===== src/rtl/match_controller.sv =====
// Pong match sequencer: gates play, paces serve and post-point pauses in frames,
// keeps both scores and declares the winner.
//
//  state | meaning
//  ------+-----------------------------------------------
//  IDLE  | waiting for the first start key edge
//  SERVE | ball held at centre for SERVE_FRAMES frames
//  PLAY  | rally in progress, motion enabled
//  POINT | post-point pause for POINT_FRAMES frames
//  OVER  | a score reached WIN_SCORE, waiting for restart
module match_controller #(
    parameter int SCORE_W      = 4,
    parameter int WIN_SCORE    = 9,
    parameter int SERVE_FRAMES = 60,
    parameter int POINT_FRAMES = 90,
    parameter int FRAME_CNT_W  = 7
) (
    input  logic               clk_i,
    input  logic               rst_i,
    input  logic               new_frame_i,
    input  logic               start_i,
    input  logic               player_miss_i,
    input  logic               enemy_miss_i,
    output logic               run_o,
    output logic               ball_reset_o,
    output logic               serve_dir_o,
    output logic [SCORE_W-1:0] player_score_o,
    output logic [SCORE_W-1:0] enemy_score_o,
    output logic [2:0]         state_o,
    output logic               game_over_o,
    output logic               winner_o
);

    typedef enum logic [2:0] {
        IDLE  = 3'd0,
        SERVE = 3'd1,
        PLAY  = 3'd2,
        POINT = 3'd3,
        OVER  = 3'd4
    } state_t;

    localparam logic [FRAME_CNT_W-1:0] SERVE_LAST = FRAME_CNT_W'(SERVE_FRAMES - 1);
    localparam logic [FRAME_CNT_W-1:0] POINT_LAST = FRAME_CNT_W'(POINT_FRAMES - 1);
    localparam logic [SCORE_W-1:0]     WIN        = SCORE_W'(WIN_SCORE);

    state_t                 state_q, state_d;
    logic [FRAME_CNT_W-1:0] frame_cnt_q, frame_cnt_d;
    logic [SCORE_W-1:0]     player_score_q, player_score_d;
    logic [SCORE_W-1:0]     enemy_score_q, enemy_score_d;
    logic                   start_q;
    logic                   run_q, run_d;
    logic                   ball_reset_q, ball_reset_d;
    logic                   serve_dir_q, serve_dir_d;
    logic                   game_over_q, game_over_d;
    logic                   winner_q, winner_d;

    logic start_edge;
    logic serve_done;
    logic point_done;
    logic win_reached;

    assign start_edge  = start_i & ~start_q;
    assign serve_done  = new_frame_i && (frame_cnt_q == SERVE_LAST);
    assign point_done  = new_frame_i && (frame_cnt_q == POINT_LAST);
    assign win_reached = (player_score_q == WIN) || (enemy_score_q == WIN);

    // start_q resets high so a key held through reset is not seen as an edge
    always_ff @(posedge clk_i) begin
        if (rst_i) begin
            state_q        <= IDLE;
            frame_cnt_q    <= '0;
            player_score_q <= '0;
            enemy_score_q  <= '0;
            start_q        <= 1'b1;
            run_q          <= 1'b0;
            ball_reset_q   <= 1'b0;
            serve_dir_q    <= 1'b0;
            game_over_q    <= 1'b0;
            winner_q       <= 1'b0;
        end else begin
            state_q        <= state_d;
            frame_cnt_q    <= frame_cnt_d;
            player_score_q <= player_score_d;
            enemy_score_q  <= enemy_score_d;
            start_q        <= start_i;
            run_q          <= run_d;
            ball_reset_q   <= ball_reset_d;
            serve_dir_q    <= serve_dir_d;
            game_over_q    <= game_over_d;
            winner_q       <= winner_d;
        end
    end

    always_comb begin
        state_d = state_q;
        case (state_q)
            IDLE:    if (start_edge) state_d = SERVE;
            SERVE:   if (serve_done) state_d = PLAY;
            PLAY:    if (player_miss_i || enemy_miss_i) state_d = POINT;
            POINT:   if (point_done) state_d = win_reached ? OVER : SERVE;
            OVER:    if (start_edge) state_d = SERVE;
            default: state_d = IDLE;
        endcase
    end

    // Output flops look at state_d so each output lines up with the state it belongs to
    always_comb begin
        player_score_d = player_score_q;
        enemy_score_d  = enemy_score_q;
        serve_dir_d    = serve_dir_q;
        winner_d       = winner_q;
        run_d          = (state_d == PLAY);
        ball_reset_d   = (state_d == SERVE) && (state_q != SERVE);
        game_over_d    = (state_d == OVER);

        if (state_d != state_q)
            frame_cnt_d = '0;
        else if (new_frame_i && (state_q == SERVE || state_q == POINT))
            frame_cnt_d = frame_cnt_q + FRAME_CNT_W'(1);
        else
            frame_cnt_d = frame_cnt_q;

        case (state_q)
            IDLE: begin
                if (start_edge) begin
                    player_score_d = '0;
                    enemy_score_d  = '0;
                    serve_dir_d    = 1'b0;
                end
            end
            PLAY: begin
                if (player_miss_i) begin
                    enemy_score_d = enemy_score_q + SCORE_W'(1);
                    serve_dir_d   = 1'b0;
                end else if (enemy_miss_i) begin
                    player_score_d = player_score_q + SCORE_W'(1);
                    serve_dir_d    = 1'b1;
                end
            end
            POINT: begin
                if (point_done && win_reached)
                    winner_d = (player_score_q == WIN);
            end
            OVER: begin
                if (start_edge) begin
                    player_score_d = '0;
                    enemy_score_d  = '0;
                    winner_d       = 1'b0;
                end
            end
            default: ;
        endcase
    end

    assign run_o          = run_q;
    assign ball_reset_o   = ball_reset_q;
    assign serve_dir_o    = serve_dir_q;
    assign player_score_o = player_score_q;
    assign enemy_score_o  = enemy_score_q;
    assign state_o        = state_q;
    assign game_over_o    = game_over_q;
    assign winner_o       = winner_q;

endmodule


===== config.mk =====
export PLATFORM = sky130hd
export DESIGN_NAME = match_controller
export DESIGN_NICKNAME = d
export VERILOG_FILES = /design/src/rtl/match_controller.sv
export SDC_FILE = /design/constraint.sdc
export NUM_CORES = 1
export LEC_CHECK = 0
export ABC_AREA = 1
export BUFFER_PORTS_ARGS = -buffer_cell sky130_fd_sc_hd__clkbuf_2
export CORE_ASPECT_RATIO = 0.6
export CORE_UTILIZATION = 51
export CTS_CLUSTER_DIAMETER = 200
export DETAILED_ROUTE_END_ITERATION = 6
export PLACE_DENSITY_LB_ADDON = 0.08
export SYNTH_ARGS = -nofsm -noshare
export SYNTH_HDL_FRONTEND = slang
export SYNTH_SLANG_ARGS = --single-unit

===== constraint.sdc =====
create_clock -name clk_i -period 3.2 [get_ports clk_i]
set_input_delay 0.64 -clock clk_i [delete_from_list [all_inputs] [get_ports clk_i]]
set_output_delay 0.64 -clock clk_i [all_outputs]
set_load 0.005 [all_outputs]

# == Yosys cells after proc, flatten, opt, wreduce, memory -nomap -nowiden ==
# Index checks and enable logic that the tools add are counted.
# word_totals
ff_bits,24
output_inout_bits,16
wordCells,72
# classes
addsub,3
eq_ne,21
muxes,18
bitwise,2
n_reduce_logical,18
# op_table
op,n
4-bit 2-to-1 mux,4
4-bit case mux with 2 select lines,2
3-bit 2-to-1 mux,5
3-bit case mux with 4 select lines,1
"2-bit != test, second input constant",5
"3-bit by 2-bit equality test with 1-bit output, second input constant",3
3-bit AND reduction,3
"4-bit by 1-bit adder with 4-bit output, second input constant",2
"4-bit equality test, second input constant",2
"7-bit by 1-bit adder with 7-bit output, second input constant",1
"7-bit by 6-bit equality test with 1-bit output, second input constant",1
"7-bit equality test, second input constant",1
"3-bit by 1-bit equality test with 1-bit output, second input constant",2
"3-bit equality test, second input constant",2
2-bit nonzero test,3
1-bit logical AND,5
1-bit 2-to-1 mux,4
"2-bit by 1-bit != test with 1-bit output, second input constant",2
1-bit case mux with 2 select lines,2
4-bit AND reduction,1
2-bit OR reduction,2
3-bit logical NOT,1
1-bit logical OR,3
"3-bit by 1-bit != test with 1-bit output, second input constant",1
4 further kinds,4

# == Depth between registers and ports, before layout ==
# Gate-level depths: netlist of the first run.
# logic_depth
word_depth,7
depth_mapped,11
ltp_nobuf,11

# == Worst setup path after synthesis of the first run ==
# OpenSTA, ideal clock, no wires.
# synth_path
kind,input to register
startpoint,input player_miss_i
endpoint,register frame_cnt_q[5]
arrival_ns,1.344
t_required_ns,3.084
path_slack_ns,1.740
path_stages,8
path_buffers,0
path_cell_list,inv_1 nand2_1 nand3_1 nand2_1 nor2_2 nand3_2 nand4_4 nor2_1
# synth_via
elab_chain_cells,5
# synth_lines
element,line,text
start: declaration,22,"input logic player_miss_i,"
1-bit logical OR,99,PLAY: if (player_miss_i || enemy_miss_i) state_d = POINT;
3-bit 2-to-1 mux,99,
3-bit case mux with 4 select lines,96,case (state_q)
3-bit != test,116,if (state_d != state_q)
2-bit OR reduction (no line),--,
end signal: assignment,82,frame_cnt_q <= frame_cnt_d;
end: declaration,47,"logic [FRAME_CNT_W-1:0] frame_cnt_q, frame_cnt_d;"
# Every way passes these cells.
# A chain may end at the register's enable or synchronous reset.

# == Final worst setup path of the first run ==
# layout_path
startpoint,register frame_cnt_q[0]
endpoint,register frame_cnt_q[1]
# layout_via
elab_chain_cells,6
# layout_lines
element,line
7-bit equality test / 7-bit by 6-bit equality test with 1-bit output (equally long branches),"64, 63"
"1-bit logical AND, on equally long branches","64, 63"
"3-bit 2-to-1 mux, on equally long branches","100, 98"
3-bit case mux with 4 select lines,96
3-bit != test,116
2-bit OR reduction (no line),--
# Several ways; a longest one is shown, not always the timed one.

==> flow_summary.ini, run 1 <==
[floorplanning]
core_area_mm2 = 0.00224
initial_utilization_pct = 55.8
die_x_um = 66.0
die_y_um = 40.4
dieArea_mm2 = 0.00266
row_count = 13
ios = 22

[global_routing]
grt_max_degree = 13
grt_use_total_pct = 20.4
grt-ovfl-total = 0
antenna_found_initial = 0
grt_pass1_vias = 839
grt_pass1_wl_um = 3910

[setup_path]
slowest_delay_ns = 0.41
crit_required_ns = 3.36
crit_arrival_ns = 1.70
crit_buf_inv = 0
path_cells = ha_1 -> nand2_1 -> nor2_1 -> a21oi_2 -> nor2_2 -> nand3_2 -> nand4_4 -> nor2_1
crit_fanout = 7
worstSetupPathType = reg2reg
crit_path_end_kind = flop
crit_path_frequent_cell = nor2_1
cpLargestDelayFamily = simple AND/OR/NAND/NOR gates
crit_path_top_delay_cell = dfxtp_1
critical_path.startpoint_type = flop

[sta]
skew_ns = 0.00154
hold_viol = 0
drv_slew = 0
relSlewSlack_pct = 78.2
fin_crit_ns = 1.54
min_period_over_period_pct = 48.0
fmax_mhz = 651
rsz0062_at_grt = no
setup_viol = 0
worst_slew_pin_slew_ns = 0.326
tns_ns = 0

[layout]
final_cell_mix = nand2_1, dfxtp_1, inv_1
layout-drive-gt1-share_pct = 25.7
syn2layout_area_growth_pct = 14.7
diodes = 0
fin_cells = 217
final_area_mm2 = 0.00144
nets = 201

[placed_design]
place_hpwl_um = 1950
io_buffer_count = 21
placed_cells = 214
placed_cell_area_mm2 = 0.00140
gp_congestion = 0.798

[logic_synthesis]
async_flop_share_pct = 0
synth_seq_cells = 24
syn_nets = 175
synth_top_area_cell = dfxtp_1
synthFlopType = dfxtp_1
netlist.area_leader.share_pct = 38.4
syn_inst = 163
synth_edf_count = 0
seq_area_frac_synth_pct = 38.4
synth.avg_cell_area_um2 = 7.68
yosysWarnings = 0
netlist_top_cells_area = dfxtp_1, nand2_1, inv_1
synth_cell_types = 29
syn_area_mm2 = 0.00125

[clock_network]
ctsHoldBuffers = 0
clock_latency_ns = 0.26
cts_setup_buffers = 0
clockBufferDepth = 2
numCtsBuffers = 3
cts_tree = yes
h-tree-depth = 1
clk_pin_slew_worst_paths_ns = 0.08
cts.sinks = 24
cts-resized-gates = 0
cts_root_buf = clkbuf_8

[detailed_routing]
wire_per_inst_um = 11.5
wl_um = 2500
drc = 0
drtIter0Drc = 71
dr.pass1.iters = 4
drtAntennaViolNets = 0
vias = 1049
vias_per_cell = 4.83

[power_and_ir_drop]
peakVddDrop_mv = 0.249
p_leak_nw = 0.607
cellPowerDensity_mw_per_mm2 = 367

[run_status]
status = finished, final reports clean

[worst_hold_path]
worstHoldPathType = reg2reg

[run]
max_cap_violations = 0
## final timing paths
| check | cells past startpoint | from | slack, ns | endpoint |
|---|---|---|---|---|
| min | 2 | winner_o | 0.47 | winner_o |
| max reg2reg | 8 | frame_cnt_q[0] | 1.66 | frame_cnt_q[1] |
| max | 8 | frame_cnt_q[0] | 1.66 | frame_cnt_q[1] |
| min reg2reg | 2 | winner_o | 0.47 | winner_o |
## kinds of logic after synthesis
logic type	after synthesis	synth area share (%)
compound gates	21	10.8
xor+xnor	6	4.20
fa+ha+maj	6	5.99
buf+inv	26	7.79
flops	24	38.4
simple gates	80	32.9
## synth_stat cells, types with 2 or more instances
cell / count
inv_2: 4
inv_1: 22
nand3_1: 6
nor2_2: 5
nand4_1: 2
dfxtp_1: 24
xor2_1: 4
nor3_1: 7
nand2_2: 5
ha_1: 6
o21ai_0: 4
a21oi_1: 11
xnor2_1: 2
a211oi_1: 2
and3_1: 2
nand2_1: 24
nor2_1: 21
## layout make-up
type                    instances  area (um2)
fillers                       220         808
multi-input cells             113         674
flip-flops and latches         24         480
repair buffers                 21         105
inverters                      26        97.6
clock buffers                   3        41.3
well taps                      30        37.5
## metal layers
metal	track usage (%)	up-vias	part of all wire (%)
met1	30.2	451	55
met5	0	-	0
met3	7.10	2	5.5
li1	-	568	-
met4	3.72	0	0.72
met2	28.1	28	39
## worst register-to-register path, stage by stage, from the launching register on
cell and delay (ns):
dfxtp_1 0.41, ha_1 0.26, nand2_1 0.07, nor2_1 0.16
a21oi_2 0.08, nor2_2 0.15, nand3_2 0.11, nand4_4 0.14
nor2_1 0.06
## state kept, by name, indices dropped and copies added, names as in the netlist
signal	cells
enemy_score_o	4
frame_cnt_q	7
serve_dir_o	1
state_o	3
player_score_o	4
run_o	1
ball_reset_o	1
game_over_o	1
winner_o	1
start_q	1
## through the flow
step	hold WS, ns	util, %	power [mW]	worst slack [ns]
6_report	0.468	64.0	0.528	1.66
5_1_grt	0.476	64.0	0.553	1.50
4_1_cts	0.472	64.0	0.536	1.65
3_5_place_dp	0.459	62.2	0.360	1.51
3_3_place_gp	0.451	62.2	0.359	1.54
2_1_floorplan	0.449	-	0.344	1.74
## power breakdown
group          internal (mW)  leakage (nW)  total [mW]  switching [mW]
clock network         0.0841        0.0216       0.175          0.0904
logic                 0.0159         0.392      0.0442          0.0283
registers              0.303         0.194       0.309         0.00548
No activity file was read; power rests on OpenSTA's default activity.
==> inputs of run 2 (changes only) <==
- ABC_AREA: 1 -> 0
- CORE_UTILIZATION: 51 -> 49
- clock period: 3.2 -> 1.3 ns (I/O delays scaled with it)
==> run 2 against run 1 <==
The run now ends with negative setup slack left. Clock power grew to 3.7 times the previous value. Setup slack worse by 2.0 ns. Sequential power is 140% higher. Utilization is 21 points higher. Design area is 34% higher. First-iteration DRC count is 96% higher. Worst hold slack worse by 0.25 ns. Critical path depth is 2 lower. Total power grew to 3.1 times the previous value. Critical path type unchanged. Critical endpoint is now ball_reset_o. Largest cell class unchanged.
==> flow_summary.ini, run 2 <==
[floorplanning]
ios = 22
dieArea_mm2 = 0.00272
die_x_um = 66.6
core_area_mm2 = 0.00226
initial_utilization_pct = 54.3
row_count = 13
die_y_um = 40.8

[global_routing]
grt-busiest-layer = met2
grt_pass1_vias = 1146
grt_use_met3_pct = 8.33
grt_max_degree = 15
grt_pass1_wl_um = 5800
grt_use_met2_pct = 50.0
grt-ovfl-total = 0
grt_use_total_pct = 30.7
use_met1_pct = 41.3
antenna_found_initial = 0

[power_and_ir_drop]
cellPowerDensity_mw_per_mm2 = 836
p_seq_share_pct = 46.9
peakVddDrop_mv = 0.610
switchingPower_mw = 0.357
p_leak_nw = 0.777
clkPwrFrac_pct = 40.6
pwr-share-comb_pct = 12.5
internal_power_mw = 1.25
switching_share_pct = 22.2

[logic_synthesis]
netlist_top_cells_area = dfxtp_1, ha_1, nor2_1
synth_most_common_cell = dfxtp_1
netlist_top_cells_count = dfxtp_1, nor2_1, a21oi_1, xor2_1
yosysWarnings = 0
syn_nets = 145
syn_inst = 133
seq_area_frac_synth_pct = 39.1
synth_cell_types = 38
synth.avg_cell_area_um2 = 9.23
async_flop_share_pct = 0
synth_seq_cells = 24
netlist.area_leader.share_pct = 39.1
synth_top_area_cell = dfxtp_1
syn_area_mm2 = 0.00123
synth_edf_count = 0
synthFlopType = dfxtp_1

[setup_path]
critical_path.startpoint_type = flop
crit_required_ns = 1.46
regToRegEndpoint = ball_reset_o
crit_arrival_ns = 1.84
r2r_slack_ns = -0.37
crit_fanout = 3
reg2reg_depth = 6
crit_path_end_kind = flop
r2r_start = enemy_score_o[1]
worstSetupPathType = reg2reg

[detailed_routing]
drtIter0Drc = 139
wire_per_inst_um = 19.1
vias_per_cell = 6.19
vias = 1367
drtAntennaViolNets = 0
drc = 0
wl_um = 4230
dr.pass1.iters = 4

[clock_network]
clk_pin_slew_worst_paths_ns = 0.09
clock_latency_ns = 0.27
clockBufferDepth = 2
ctsHoldBuffers = 0
h-tree-depth = 1
cts.sinks = 24
cts_root_buf = clkbuf_8
numCtsBuffers = 3
cts_tree = yes

[layout]
fin_util_pct = 85.3
largest_register_ff_count = 7
final_cell_mix = buf_4, clkbuf_2, nor2_1, dfxtp_1, xor2_1
diodes = 0
final_common_cell = buf_4
nets = 204
seqCellArea_um2 = 504
fillers = 115
final_area_mm2 = 0.00193
regMostFlops = frame_cnt_q
multiInputGateArea_um2 = 888
syn2layout_area_growth_pct = 57.1
layout-drive-gt1-share_pct = 55.0

[run_status]
status = finished with violations
violations = negative setup slack

[sta]
min_period_over_period_pct = 129
drv_slew = 0
setup_ws_ns = -0.374
worst_slew_pin_slew_ns = 0.348
hold_viol = 0
rsz0062_at_grt = yes
timing.hold.ws_ns = 0.215
setup_viol = 22
relSlewSlack_pct = 76.7
fin_crit_ns = 1.67
fmax_mhz = 597
skew_ns = 0.00170

[worst_hold_path]
worstHoldPathType = in2reg
whs_path_depth = 2
hold_start = start_i
hold_path_end = start_q

[placed_design]
placed_cell_area_mm2 = 0.00166
place_hpwl_um = 2540
pre_cts_ws_ns = -0.277
io_buffer_count = 21
gp_congestion = 0.897

[run]
max_cap_violations = 0
[run 2: logic make-up after synthesis]
kind of cell | Yosys count | synth area share [%]
and+or+nand+nor | 53 | 26.8
AOI/OAI and AO/OA | 30 | 16.9
DFF | 24 | 39.1
xor gates and xnor gates | 10 | 7.14
buffers and inverters | 10 | 3.87
adders and majority gates | 6 | 6.12
[run 2: cell type report]
cell class	instances	area share, %
multi-input cells	99	46.1
clock inverters	1	1.56
repair buffers	59	21.0
clock buffers	3	2.14
well taps	30	1.95
flip-flops and latches	24	26.2
inverters	5	1.10
[run 2: timing repair]
action / CTS / global route
endpoints found under the hold margin: 0 / 0
pin swaps: 15 / 12
gates resized for setup: 19 / 18
endpoints found under the setup margin: 23 / 24
setup buffers: 7 / 1
[run 2: worst max path at each step]
stage                                 start  depth (start not counted)  slack [ns]      endpoint
final                      enemy_score_o[1]                          6       -0.37  ball_reset_o
after global routing       enemy_score_o[1]                          6       -0.42  ball_reset_o
after CTS                 player_score_o[1]                          6       -0.30  ball_reset_o
after detailed placement  player_score_o[1]                          6       -0.28  ball_reset_o
after global placement    player_score_o[1]                          6       -0.27  ball_reset_o
after floorplan           player_score_o[1]                          6       -0.21  ball_reset_o
[run 2: metrics by stage]
step | setup TNS, ns | cells | total power, mW
finish | -3.98 | 221 | 1.61
global placement | -2.05 | 209 | 0.914
CTS | -2.77 | 220 | 1.58
global route | -5.17 | 221 | 1.65
floorplan | -0.699 | 133 | 0.855
detailed placement | -2.60 | 209 | 0.922
[run 2: critical path: stages (launching register included)]
cell       delay [ns]
dfxtp_2          0.33
inv_2            0.06
ha_4             0.11
nand3b_1         0.17
a2111oi_4        0.45
a311o_1          0.24
and3b_1          0.20
[run 2: power by group through the flow]
| stage | Clock [mW] | Combinational, mW | Sequential, mW |
|---|---|---|---|
| final | 0.655 | 0.201 | 0.755 |
| after global routing | 0.680 | 0.214 | 0.757 |
| after CTS | 0.651 | 0.179 | 0.754 |
| after detailed placement | 0 | 0.143 | 0.779 |
| after global placement | 0 | 0.136 | 0.777 |
| after floorplan | 0 | 0.0746 | 0.781 |
[run 2: routing by layer]
layer	up-vias	share of wire (%)
met2	96	44
met4	0	2.7
met1	654	45
met3	18	8.8
li1	599	-
met5	-	0
==> inputs of run 3 (changes only) <==
- SKIP_LAST_GASP: default -> 1
==> run 3 against run 2 <==
The run still ends with negative setup slack left. Clock-buffer cell count stayed put. Die area unchanged. Sequential power barely moved. Register-to-register slack got worse by 0.12 ns. Clock skew is 0.0051 ns higher. Global-route usage is 1.0 points higher. Setup slack lost 0.12 ns. Flip-flop and latch count stayed put. Final cell count is 0.90% higher. Critical path type unchanged. Critical endpoint is now run_o. Largest cell class unchanged.
==> flow_summary.ini, run 3 (synthesized netlist as in run 2, its figures left out) <==
[run_status]
status = finished with violations
violations = negative setup slack

[setup_path]
worstSetupPathType = reg2reg
crit_cells = 6
crit_path_end_kind = flop
crit_fanout = 3
crit_path_top_delay_cell = a211oi_1
reg2reg_depth = 6
crit_required_ns = 1.45
critical_path.startpoint_type = flop
slowest_delay_ns = 0.40
crit_buf_inv = 1
cpLargestDelayFamily = compound AO/OA/AOI/OAI gates
crit_arrival_ns = 1.95
path_cells = inv_2 -> ha_4 -> nand3b_1 -> a211oi_1 -> o21ai_1 -> nor4_1

[detailed_routing]
dr.pass1.iters = 5
drtAntennaViolNets = 0
wl_um = 4530
vias_per_cell = 6.35
drc = 0
vias = 1415
wire_per_inst_um = 20.3
drtIter0Drc = 138

[layout]
final_area_mm2 = 0.00197
final_cell_mix = buf_4, clkbuf_2, dfxtp_1
regMostFlops = frame_cnt_q
diodes = 0
final_common_cell = buf_4
fillers = 95
layout-drive-gt1-share_pct = 57.0
nets = 206
largest_register_ff_count = 7
fin_util_pct = 87.2
fin_cells = 223
syn2layout_area_growth_pct = 60.6

[sta]
worst_slew_pin_slew_ns = 0.359
hold_viol = 0
skew_ns = 0.00678
relSlewSlack_pct = 76.0
rsz0062_at_grt = yes
fmax_mhz = 557
min_period_over_period_pct = 138
setup_viol = 22
fin_crit_ns = 1.80
setup_ws_ns = -0.496
drv_slew = 0
tns_ns = -4.82

[global_routing]
use_met1_pct = 42.0
grt_pass1_wl_um = 5900
grt_use_met3_pct = 9.44
grt-busiest-layer = met2
grt_pass1_vias = 1136
grt_use_met2_pct = 50.0
grt_max_degree = 15
grt-ovfl-total = 0
grt_use_total_pct = 31.7
antenna_found_initial = 0

[power_and_ir_drop]
peakVddDrop_mv = 0.837
cellPowerDensity_mw_per_mm2 = 821
p_leak_nw = 0.794
p_seq_share_pct = 46.7
clkPwrFrac_pct = 39.8
pwr-share-comb_pct = 13.4
p_total_mw = 1.62
switching_share_pct = 22.1
switchingPower_mw = 0.358
internal_power_mw = 1.26

[run]
max_cap_violations = 0

[placed_design]
io_buffer_count = 21
place_hpwl_um = 2540
gp_congestion = 0.897
placed_cells = 209
placed_cell_area_mm2 = 0.00166

[worst_hold_path]
whs_path_depth = 2
worstHoldPathType = in2reg

[floorplanning]
initial_utilization_pct = 54.3
die_x_um = 66.6
die_y_um = 40.8
core_area_mm2 = 0.00226
row_count = 13
ios = 22
dieArea_mm2 = 0.00272

[clock_network]
clk_pin_slew_worst_paths_ns = 0.09
ctsHoldBuffers = 0
clock_latency_ns = 0.27
h-tree-depth = 1
numCtsBuffers = 3
cts_tree = yes
clockBufferDepth = 2
cts.sinks = 24
cts_root_buf = clkbuf_8
## run 3: timing repair
action | in CTS | in global routing
gates cloned | 0 | 0
setup endpoints to repair | 23 | 24
pin swaps | 15 | 20
resized for setup | 18 | 22
setup buffers | 7 | 3
## run 3: power by group through the flow
stage                     Combinational [mW]  Clock (mW)  Sequential (mW)
after floorplan                       0.0746           0            0.781
after global placement                 0.136           0            0.777
after detailed placement               0.143           0            0.779
after CTS                              0.179       0.651            0.754
after global routing                   0.226       0.686            0.758
final                                  0.217       0.644            0.756
## run 3: path summary, 6_finish.rpt
check	endpoint	slack, ns	start
min	start_q	0.24	start_i
max reg2reg	run_o	-0.50	player_score_o[1]
min reg2reg	winner_o	0.49	winner_o
max	run_o	-0.50	player_score_o[1]
## run 3: stage by stage
stage | setup slack, ns | hold WS, ns
6_report | -0.496 | 0.235
5_1_grt | -0.470 | 0.231
4_1_cts | -0.296 | 0.217
3_5_place_dp | -0.277 | 0.481
3_3_place_gp | -0.268 | 0.464
2_1_floorplan | -0.206 | 0.367
## run 3: layout make-up
cell class	count	area, um2	area share, %
Clock buffer	3	41.3	2.10
Clock inverter	1	30.0	1.52
Inverter	5	21.3	1.08
Multi-Input combinational cell	99	916	46.5
Sequential cell	24	504	25.6
Tap cell	30	37.5	1.90
Timing Repair Buffer	61	420	21.3
## run 3: per-layer routing
layer / vias up / share of wire (%)
met4: 0 / 3.8
li1: 599 / -
met1: 677 / 42
met2: 114 / 44
met3: 25 / 9.9
met5: - / 0
